<file path="config.mk">
export PLATFORM = sky130hd
export DESIGN_NAME = spi_mem_loader
export DESIGN_NICKNAME = d
export VERILOG_FILES = /design/src/rtl/spi_mem_loader.sv
export SDC_FILE = /design/constraint.sdc
export NUM_CORES = 1
export LEC_CHECK = 0
export CORE_MARGIN = 10
export CORE_UTILIZATION = 40
export DETAILED_ROUTE_END_ITERATION = 7
export PLACE_DENSITY = 0.75
export SLEW_MARGIN = 20
export SYNTH_ARGS = -nofsm -noshare
export SYNTH_HDL_FRONTEND = slang
export SYNTH_SLANG_ARGS = --single-unit
</file>
<file path="constraint.sdc">
create_clock -name clk -period 2.85 [get_ports clk]
set_input_delay 0.285 -clock clk [delete_from_list [all_inputs] [get_ports clk]]
set_output_delay 0.285 -clock clk [all_outputs]
set_load 0.02 [all_outputs]
</file>
<file path="src/rtl/spi_mem_loader.sv">
`default_nettype none
// ============================================================================
// Module   : spi_mem_loader
// Purpose  : Serial memory loader slave. Receives {rw, addr, data} frames
//            LSB first on mosi_i under one of NUM_CH active-low chip selects,
//            issues a one-cycle write strobe to the selected memory, or reads
//            a word back out on miso_o. Incomplete frames, surplus bits and
//            chip-select conflicts raise a sticky frame_err_o.
// Revision : 1.0 - initial release
// ----------------------------------------------------------------------------
// Ports:
//   clk          system clock, serial bits sampled on rising edge
//   rst          asynchronous active-high reset
//   cs_n_i       per-channel chip select, active low
//   mosi_i       serial data in, LSB first
//   bit_vld_i    qualifies mosi_i sampling and miso_o advance
//   miso_o       serial read data, LSB first
//   mem_we_o     one-hot, one-cycle write strobe
//   mem_addr_o   target address (shared)
//   mem_wdata_o  write data (shared)
//   mem_rdata_i  combinational read data, channel k at [k*DATA_W +: DATA_W]
//   busy_o       high whenever the FSM is not idle
//   frame_err_o  sticky error; cleared by rst or an all-cs_n-high bit_vld_i
// ----------------------------------------------------------------------------
// Build option:
//   SPI_LOADER_AUTO_INC_EN - when defined, a held chip select after a
//   completed word streams further words at successive addresses.
//   The master leaves one idle cycle after each header and after each read
//   word (RLOAD capture cycle); bits presented in that cycle are ignored.
// ============================================================================
module spi_mem_loader #(
    parameter int DATA_W = 8,
    parameter int ADDR_W = 4,
    parameter int NUM_CH = 2
) (
    input  logic                     clk,
    input  logic                     rst,
    input  logic [NUM_CH-1:0]        cs_n_i,
    input  logic                     mosi_i,
    input  logic                     bit_vld_i,
    output logic                     miso_o,
    output logic [NUM_CH-1:0]        mem_we_o,
    output logic [ADDR_W-1:0]        mem_addr_o,
    output logic [DATA_W-1:0]        mem_wdata_o,
    input  logic [NUM_CH*DATA_W-1:0] mem_rdata_i,
    output logic                     busy_o,
    output logic                     frame_err_o
);

    localparam int FRAME_W = 1 + ADDR_W + DATA_W;
    localparam int CNT_W   = $clog2(FRAME_W + 1);
    localparam int CH_W    = (NUM_CH > 1) ? $clog2(NUM_CH) : 1;

    localparam logic [CNT_W-1:0] HDR_LAST  = CNT_W'(ADDR_W);
    localparam logic [CNT_W-1:0] DATA_LAST = CNT_W'(FRAME_W - 1);
    localparam logic [CNT_W-1:0] RD_LAST   = CNT_W'(DATA_W - 1);
    localparam logic [CNT_W-1:0] CNT_SAT   = CNT_W'(FRAME_W);

    typedef enum logic [2:0] {
        S_IDLE   = 3'd0,
        S_HDR    = 3'd1,
        S_DATA   = 3'd2,
        S_WR     = 3'd3,
        S_RLOAD  = 3'd4,
        S_RSHIFT = 3'd5,
        S_WAIT   = 3'd6
    } state_t;

    state_t              state_q, state_d;
    logic [FRAME_W-1:0]  sreg_q,  sreg_d;
    logic [CNT_W-1:0]    cnt_q,   cnt_d;
    logic [CH_W-1:0]     ch_q,    ch_d;
    logic                miso_q,  miso_d;
    logic [ADDR_W-1:0]   addr_q,  addr_d;
    logic [DATA_W-1:0]   wdata_q, wdata_d;
    logic                err_q,   err_d;
`ifdef SPI_LOADER_AUTO_INC_EN
    // Set once a read word has been streamed; lets cs_n rise cleanly
    // between words instead of counting as an aborted frame.
    logic                stream_q, stream_d;
    logic                burst_go;
    localparam logic [CNT_W-1:0] BURST_START = CNT_W'(ADDR_W + 2);
`endif

    logic [NUM_CH-1:0]   cs_low;
    logic                cs_any;
    logic                cs_multi;
    logic [CH_W-1:0]     cs_idx;
    logic                cs_act;
    logic [FRAME_W-1:0]  shift_in;
    logic [DATA_W-1:0]   rdata_sel;
    logic [CNT_W-1:0]    cnt_inc;

    assign cs_low    = ~cs_n_i;
    assign cs_any    = |cs_low;
    // x & (x-1) clears the lowest set bit; non-zero means two or more lows.
    assign cs_multi  = |(cs_low & (cs_low - NUM_CH'(1)));
    assign cs_act    = ~cs_n_i[ch_q];
    // Frame bits enter at the MSB so a complete frame ends up as {data, addr, rw}.
    assign shift_in  = {mosi_i, sreg_q[FRAME_W-1:1]};
    assign rdata_sel = mem_rdata_i[int'(ch_q)*DATA_W +: DATA_W];
    assign cnt_inc   = (cnt_q == CNT_SAT) ? cnt_q : cnt_q + CNT_W'(1);

    always_comb begin
        cs_idx = '0;
        for (int k = 0; k < NUM_CH; k++) begin
            if (cs_low[k]) begin
                cs_idx = CH_W'(k);
            end
        end
    end

`ifdef SPI_LOADER_AUTO_INC_EN
    assign burst_go = bit_vld_i & cs_act & ((state_q == S_WR) | (state_q == S_WAIT));
`endif

    always_comb begin
        state_d  = state_q;
        sreg_d   = sreg_q;
        cnt_d    = cnt_q;
        ch_d     = ch_q;
        miso_d   = miso_q;
        addr_d   = addr_q;
        wdata_d  = wdata_q;
        err_d    = err_q;
`ifdef SPI_LOADER_AUTO_INC_EN
        stream_d = stream_q;
`endif
        case (state_q)
            S_IDLE: begin
`ifdef SPI_LOADER_AUTO_INC_EN
                stream_d = 1'b0;
`endif
                if (cs_multi) begin
                    err_d = 1'b1;
                end else if (cs_any) begin
                    ch_d    = cs_idx;
                    state_d = S_HDR;
                    cnt_d   = '0;
                    // A bit presented together with the falling cs_n is kept.
                    if (bit_vld_i) begin
                        sreg_d = shift_in;
                        cnt_d  = CNT_W'(1);
                    end
                end else if (bit_vld_i) begin
                    err_d = 1'b0;
                end
            end
            S_HDR: begin
                if (!cs_act) begin
                    state_d = S_IDLE;
                    err_d   = 1'b1;
                end else if (bit_vld_i) begin
                    sreg_d = shift_in;
                    cnt_d  = cnt_inc;
                    if (cnt_q == HDR_LAST) begin
                        addr_d  = shift_in[FRAME_W-1 -: ADDR_W];
                        state_d = shift_in[DATA_W] ? S_RLOAD : S_DATA;
                    end
                end
            end
            S_DATA: begin
                if (!cs_act) begin
                    state_d = S_IDLE;
                    err_d   = 1'b1;
                end else if (bit_vld_i) begin
                    sreg_d = shift_in;
                    cnt_d  = cnt_inc;
                    if (cnt_q == DATA_LAST) begin
                        wdata_d = shift_in[FRAME_W-1 -: DATA_W];
                        state_d = S_WR;
                    end
                end
            end
            S_WR: begin
                // The strobe is already committed; a rising cs_n only
                // decides where we go afterwards.
                if (!cs_act) begin
                    state_d = S_IDLE;
                end else begin
                    state_d = S_WAIT;
`ifdef SPI_LOADER_AUTO_INC_EN
                    addr_d  = addr_q + ADDR_W'(1);
`else
                    if (bit_vld_i) begin
                        err_d = 1'b1;
                    end
`endif
                end
            end
            S_RLOAD: begin
                if (!cs_act) begin
                    state_d = S_IDLE;
                    miso_d  = 1'b0;
`ifdef SPI_LOADER_AUTO_INC_EN
                    err_d   = err_q | ~stream_q;
`else
                    err_d   = 1'b1;
`endif
                end else begin
                    sreg_d  = {{(FRAME_W-DATA_W){1'b0}}, rdata_sel};
                    miso_d  = rdata_sel[0];
                    cnt_d   = '0;
                    state_d = S_RSHIFT;
                end
            end
            S_RSHIFT: begin
                if (!cs_act) begin
                    state_d = S_IDLE;
                    miso_d  = 1'b0;
`ifdef SPI_LOADER_AUTO_INC_EN
                    err_d   = err_q | ~(stream_q && (cnt_q == '0));
`else
                    err_d   = 1'b1;
`endif
                end else if (bit_vld_i) begin
                    if (cnt_q == RD_LAST) begin
                        miso_d   = 1'b0;
`ifdef SPI_LOADER_AUTO_INC_EN
                        addr_d   = addr_q + ADDR_W'(1);
                        stream_d = 1'b1;
                        state_d  = S_RLOAD;
`else
                        state_d  = S_WAIT;
`endif
                    end else begin
                        sreg_d = sreg_q >> 1;
                        miso_d = sreg_q[1];
                        cnt_d  = cnt_inc;
                    end
                end
            end
            S_WAIT: begin
                if (!cs_act) begin
                    state_d = S_IDLE;
                end else if (bit_vld_i) begin
`ifndef SPI_LOADER_AUTO_INC_EN
                    err_d = 1'b1;
`endif
                end
            end
            default: begin
                state_d = S_IDLE;
            end
        endcase
`ifdef SPI_LOADER_AUTO_INC_EN
        // First bit of a follow-on write burst; the counter is preset so the
        // burst ends after DATA_W bits exactly like the data phase of a frame.
        if (burst_go) begin
            sreg_d = shift_in;
            if (DATA_W == 1) begin
                wdata_d = shift_in[FRAME_W-1 -: DATA_W];
                state_d = S_WR;
            end else begin
                cnt_d   = BURST_START;
                state_d = S_DATA;
            end
        end
`endif
    end

    always_ff @(posedge clk or posedge rst) begin
        if (rst) begin
            state_q  <= S_IDLE;
            sreg_q   <= '0;
            cnt_q    <= '0;
            ch_q     <= '0;
            miso_q   <= 1'b0;
            addr_q   <= '0;
            wdata_q  <= '0;
            err_q    <= 1'b0;
`ifdef SPI_LOADER_AUTO_INC_EN
            stream_q <= 1'b0;
`endif
        end else begin
            state_q  <= state_d;
            sreg_q   <= sreg_d;
            cnt_q    <= cnt_d;
            ch_q     <= ch_d;
            miso_q   <= miso_d;
            addr_q   <= addr_d;
            wdata_q  <= wdata_d;
            err_q    <= err_d;
`ifdef SPI_LOADER_AUTO_INC_EN
            stream_q <= stream_d;
`endif
        end
    end

    always_comb begin
        mem_we_o = '0;
        if (state_q == S_WR) begin
            mem_we_o[ch_q] = 1'b1;
        end
    end

    assign miso_o      = miso_q;
    assign mem_addr_o  = addr_q;
    assign mem_wdata_o = wdata_q;
    assign busy_o      = (state_q != S_IDLE);
    assign frame_err_o = err_q;

endmodule
`default_nettype wire

</file>
==> results of run 1 <==
## worst max-delay path: stages, from the launching register on
cell and delay [ns]:
dfrtp_1 0.74, nor3b_2 0.12, or2_0 0.40, a2111o_1 0.55, or4_1 0.44, o21ai_1 0.08
## flip-flops by register name, indices dropped and copies added (netlist names)
| name | count |
|---|---|
| miso_o | 1 |
| sreg_q | 12 |
| mem_wdata_o | 8 |
| ch_q | 1 |
| frame_err_o | 1 |
| cnt_q | 4 |
| state_q | 3 |
| mem_addr_o | 4 |
## power breakdown
group / internal [mW] / leakage, nW / switching (mW) / total (mW)
Sequential: 0.642 / 0.432 / 0.157 / 0.799
Combinational: 0.418 / 0.605 / 0.440 / 0.858
Clock: 0.194 / 0.0472 / 0.177 / 0.371
## cell type report
type	count	area share, %
clock buffers	6	3.327
multi-input cells	142	39.87
inverters	14	2.117
flip-flops and latches	34	34.27
repair buffers	42	16.53
well taps	67	3.377
clock inverters	2	0.5040
## placed cells by master (no fill, tap or decap), types with 2 or more instances in the layout
cell              n
dfrtp_1          34
a31oi_1           3
inv_1            14
o31ai_1           3
o22ai_1           2
a21oi_1           7
a31o_2            2
nor2_1           13
nand3b_1          2
mux2_2           13
ha_1              5
clkdlybuf4s50_1  38
mux2_1            4
nor3_1            3
buf_4             4
or3_1             3
nand2_1          21
o21ai_0          19
o21ai_1           2
clkbuf_8          6
nand3_1           5
mux2i_1          12
nand4_1           3
and3_1            2
## cells by family after synthesis
group	count (synthesis)	share of synthesized area, %
AOI/OAI and AO/OA	45	14.02
xor gates and xnor gates	1	0.4462
adders and majority gates	5	3.187
buffers and inverters	27	6.246
DFF	34	43.34
muxes	30	17.02
and+or+nand+nor	61	15.74
## routing by layer
metal | part of all wire, % | up-vias | GRT usage (%)
met2 | 43 | 48 | 17.01
li1 | - | 784 | -
met5 | 0 | - | 0
met1 | 49 | 716 | 14.73
met3 | 6.5 | 8 | 4.156
met4 | 1.4 | 0 | 3.581
## worst max-delay path by stage
stage / slack, ns / from / end
5_1_grt: 0.30 / state_q[2]$_DFFE_PP0P_ / cnt_q[3]$_DFFE_PP0P_
4_1_cts: 0.47 / state_q[2]$_DFFE_PP0P_ / cnt_q[3]$_DFFE_PP0P_
6_report: 0.45 / state_q[2]$_DFFE_PP0P_ / cnt_q[3]$_DFFE_PP0P_
3_5_place_dp: 0.21 / cs_n_i[1] / sreg_q[2]$_DFFE_PP0P_
3_3_place_gp: 0.29 / cs_n_i[1] / sreg_q[2]$_DFFE_PP0P_
2_1_floorplan: 0.81 / ch_q$_DFFE_PP0N_ / sreg_q[1]$_DFFE_PP0P_
==> impl_metrics.ini, run 1 <==
[floorplan]
io_pins = 39
fp.dieH_um = 90.06
fp.coreArea_mm2 = 0.004755
die_area_mm2 = 0.008110
initial_core_util_pct = 41.29
die_x_um = 90.06
rows = 25

[logic_synthesis]
netlist_instances = 203
yosysTopAreaCell = dfrtp_1
ys_seq_elements = 34
synth_top_area_share_pct = 43.34
synth_cell_type_count = 44
synthesis.area_mm2 = 0.001963
yosysMostFrequentCell = dfrtp_1
synth_nets = 230
synth_edf_count = 0
yosys-top-cells-area = dfrtp_1 43%, mux2_2 7.5%, mux2i_1 6.1%
async_reset_ff_share_pct = 100.0
avgSynthCellArea_um2 = 9.671
yosysSeqAreaShare_pct = 43.34
ys.warnings.count = 0
synthFlopType = dfrtp_1
synth_common_cells = 34 x dfrtp_1, 21 x nand2_1, 19 x o21ai_0

[timing]
setup_tns_ns = 0
maxSlewHeadroom_pct = 59.02
setup_violations = 0
fin_crit_ns = 2.395
final.setup_skew_ns = 0.003521
tightest_slew_ns = 0.6148
holdWs_ns = 0.3872
setup_ws_ns = 0.4549
drv_slew = 0
min_period_over_period_pct = 84.04
fmax_ghz = 0.4175
timing.final.hold_violations = 0
grt_setup_unrepaired = no

[worst_setup_path]
path_class = flop to flop
crit_path_end_kind = flop
cp-start-kind = flop
worstRegToRegCells = 5
r2r_setup_slack_ns = 0.45
cp.required_ns = 3.07
worstReg2RegStart = state_q[2]$_DFFE_PP0P_
r2r-end = cnt_q[3]$_DFFE_PP0P_
worstPathArrival_ns = 2.61
crit_fanout = 20

[cts]
cts_root_buf = clkbuf_8
cts_hold_buf = 0
clk_pin_slew_ns = 0.07
cts-htree-levels = 2
cts_inserted_buffers = 5
cts.sinks = 34
cts_max_path_buffers = 2
clk_latency_ns = 0.29
tritoncts = yes
post_cts_resized = 0
postCtsSetupBuffers = 0

[final_layout]
multi_input_area_um2 = 989.7
n_fill_cell = 428
regArea_um2 = 850.8
diodes = 0
fin_nets = 266
area_delta_synth_final_pct = 26.45
drive_gt1_share_pct = 13.33
stdcell_area_mm2 = 0.002482
fin_cells = 307
post-route-util_pct = 52.21

[global_routing]
grt_max_degree = 35
grt-ovfl-total = 0
grt_pass1_wl_um = 7707
grt_usage_pct = 11.34
antenna_found_initial = 0
grt_pass1_vias = 1598

[drt]
dr.pass1.iters = 4
totalWireLength_um = 4420
drc = 0
vias_per_cell = 5.068
antenna_left = 0
drt_iter0_drc = 92
via_count = 1556
wire_per_inst_um = 14.40

[run]
cap_violations = 0

[pwr]
power_mw = 2.028
total_leakage_power_nw = 1.084
ir_drop_mv = 0.3584
power.density_mw_per_mm2 = 816.9

[place]
dp_worst_setup_slack_ns = 0.2115
globalplace.congestion = 0.8772
dp.final_hpwl_um = 3239
place_inst = 299
port_buffers = 38
placed_area_mm2 = 0.002387

[worst_hold_path]
hold_class = primary input to asynchronous set/reset pin

[status]
status = complete, no violations
No activity file was read; power rests on OpenSTA's default activity.
==> inputs of run 2 (changes only) <==
clock period = 2.4 ns   (was 2.85 ns; I/O delays follow)
==> impl_metrics.ini, run 2 (synthesis gave the netlist of run 1 again) <==
[final_layout]
diodes = 0
area_delta_synth_final_pct = 31.04
drive_gt1_share_pct = 17.53
regMostFlops = sreg_q
fin_cells = 318
n_fill_cell = 446
final_common_cell = clkdlybuf4s50_1
fin_nets = 278
stdcell_area_mm2 = 0.002572
largest_reg_flops = 12
mostFrequentLayoutCells = 37 x clkdlybuf4s50_1, 33 x dfrtp_1, 21 x nand2_1

[pwr]
clkPwrFrac_pct = 16.0
total_leakage_power_nw = 1.149
seqPwrFrac_pct = 38.1
ir_drop_mv = 0.4250
power.switching_mw = 0.9548
power_mw = 2.513
p_comb_share_pct = 45.9
netSwitchingFraction_pct = 37.99
internal-power_mw = 1.558
power.density_mw_per_mm2 = 976.9

[worst_setup_path]
cp_num_buf_inv = 2
critPathLaunch = state_q[0]$_DFFE_PP0P_
crit_path_end_kind = primary output
cp.required_ns = 2.16
cpMaxStageDelayCell = dfrtp_1
crit_chain = or3_1, buf_4, clkdlybuf4s50_1
worstRegToRegCells = 6
r2r_setup_slack_ns = 0.21
cp-start-kind = flop
worstPathArrival_ns = 2.05
worstReg2RegStart = state_q[0]$_DFFE_PP0P_
max_stage_delay_ns = 0.58
path_class = flop to primary output
r2r-end = sreg_q[1]$_DFFE_PP0P_
critPathTopFamily = buffers and inverters
crit_fanout = 19

[cts]
cts_root_buf = clkbuf_8
tritoncts = yes
cts.sinks = 34
cts_hold_buf = 0
cts-htree-levels = 2
cts_max_path_buffers = 2
clk_latency_ns = 0.29
clk_pin_slew_ns = 0.07
cts_inserted_buffers = 5

[run]
cap_violations = 0

[timing]
fmax_ghz = 0.4376
maxSlewHeadroom_pct = 63.18
timing.final.hold_violations = 0
final.setup_skew_ns = 0.007759
grt_setup_unrepaired = no
min_period_over_period_pct = 95.22
fin_crit_ns = 2.285
tightest_slew_ns = 0.5523
setup_tns_ns = 0
setup_violations = 0
drv_slew = 0
setup_ws_ns = 0.1147

[status]
status = complete, no violations

[floorplan]
fp.dieH_um = 90.06
fp.coreArea_mm2 = 0.004755
die_area_mm2 = 0.008110
die_x_um = 90.06
rows = 25
io_pins = 39
initial_core_util_pct = 41.29

[global_routing]
grt_pass1_wl_um = 7976
grt_max_degree = 35
grt_usage_pct = 11.75
antenna_found_initial = 0
grt-ovfl-total = 0
grt_pass1_vias = 1646

[place]
port_buffers = 38
placed_area_mm2 = 0.002490
globalplace.congestion = 0.9331
dp_worst_setup_slack_ns = -0.1450
place_inst = 311
dp.final_hpwl_um = 3502

[drt]
drt_iter0_drc = 113
vias_per_cell = 5.214
drc = 0
totalWireLength_um = 4716
via_count = 1658
dr.pass1.iters = 4
wire_per_inst_um = 14.83
antenna_left = 0

[worst_hold_path]
hold_class = primary input to asynchronous set/reset pin
-- run 2: area by class of cell --
| class | instances | area [um2] | area share (%) |
|---|---|---|---|
| sequential | 34 | 852.1 | 33.12 |
| clock inverter | 2 | 10.01 | 0.3891 |
| tap | 67 | 83.83 | 3.259 |
| clock buffer | 5 | 68.82 | 2.675 |
| inverter | 14 | 52.55 | 2.043 |
| timing repair buffer | 54 | 515.5 | 20.04 |
| multi-input combinational | 142 | 989.7 | 38.47 |
-- run 2: worst max path at each step --
stage / to / slack [ns] / cells after the start
floorplan: sreg_q[1]$_DFFE_PP0P_ / 0.36 / 6
global placement: sreg_q[7]$_DFFE_PP0P_ / -0.05 / 9
detailed placement: sreg_q[1]$_DFFE_PP0P_ / -0.14 / 9
CTS: busy_o / 0.11 / 3
global route: busy_o / 0.02 / 3
finish: busy_o / 0.11 / 3
-- run 2: power by group through the flow --
stage | Sequential [mW] | Clock, mW | Combinational [mW]
after floorplan | 0.931 | 0 | 0.751
after global placement | 0.961 | 0 | 1.13
after detailed placement | 0.966 | 0 | 1.16
after CTS | 0.955 | 0.412 | 1.16
after global routing | 0.991 | 0.439 | 1.29
final | 0.957 | 0.403 | 1.15
-- run 2: per-stage QoR --
| step | utilization [%] | hold WS, ns |
|---|---|---|
| 2_1_floorplan | - | 0.3382 |
| 3_3_place_gp | 52.37 | 0.4688 |
| 3_5_place_dp | 52.37 | 0.4741 |
| 4_1_cts | 54.03 | 0.3638 |
| 5_1_grt | 54.11 | 0.3903 |
| 6_report | 54.11 | 0.3515 |
-- run 2: layer usage --
| layer | global-route usage (%) | wire, um | vias to the layer above |
|---|---|---|---|
| li1 | - | - | 810 |
| met1 | 14.73 | 2202 | 777 |
| met2 | 18.64 | 2129 | 59 |
| met3 | 3.741 | 319 | 12 |
| met4 | 3.846 | 64 | 0 |
| met5 | 0 | 0 | - |
-- run 2: what timing repair did --
| item | in CTS | in global routing |
|---|---|---|
| resized for setup | 0 | 2 |
| setup buffers | 0 | 0 |
| setup endpoints to repair | 0 | 7 |
-- run 2: worst register-to-register path, cell delays in order (launching register included) --
cell     delay (ns)
dfrtp_1        0.69
or3_1          0.22
o21ai_1        0.09
or3_1          0.41
a21oi_2        0.17
buf_12         0.14
mux2_2         0.34
==> inputs of run 3 (changes only) <==
CAP_MARGIN = 20   (was default)
==> results of run 3 <==
The final DEF is identical to that of run 2; final timing and power are the same.
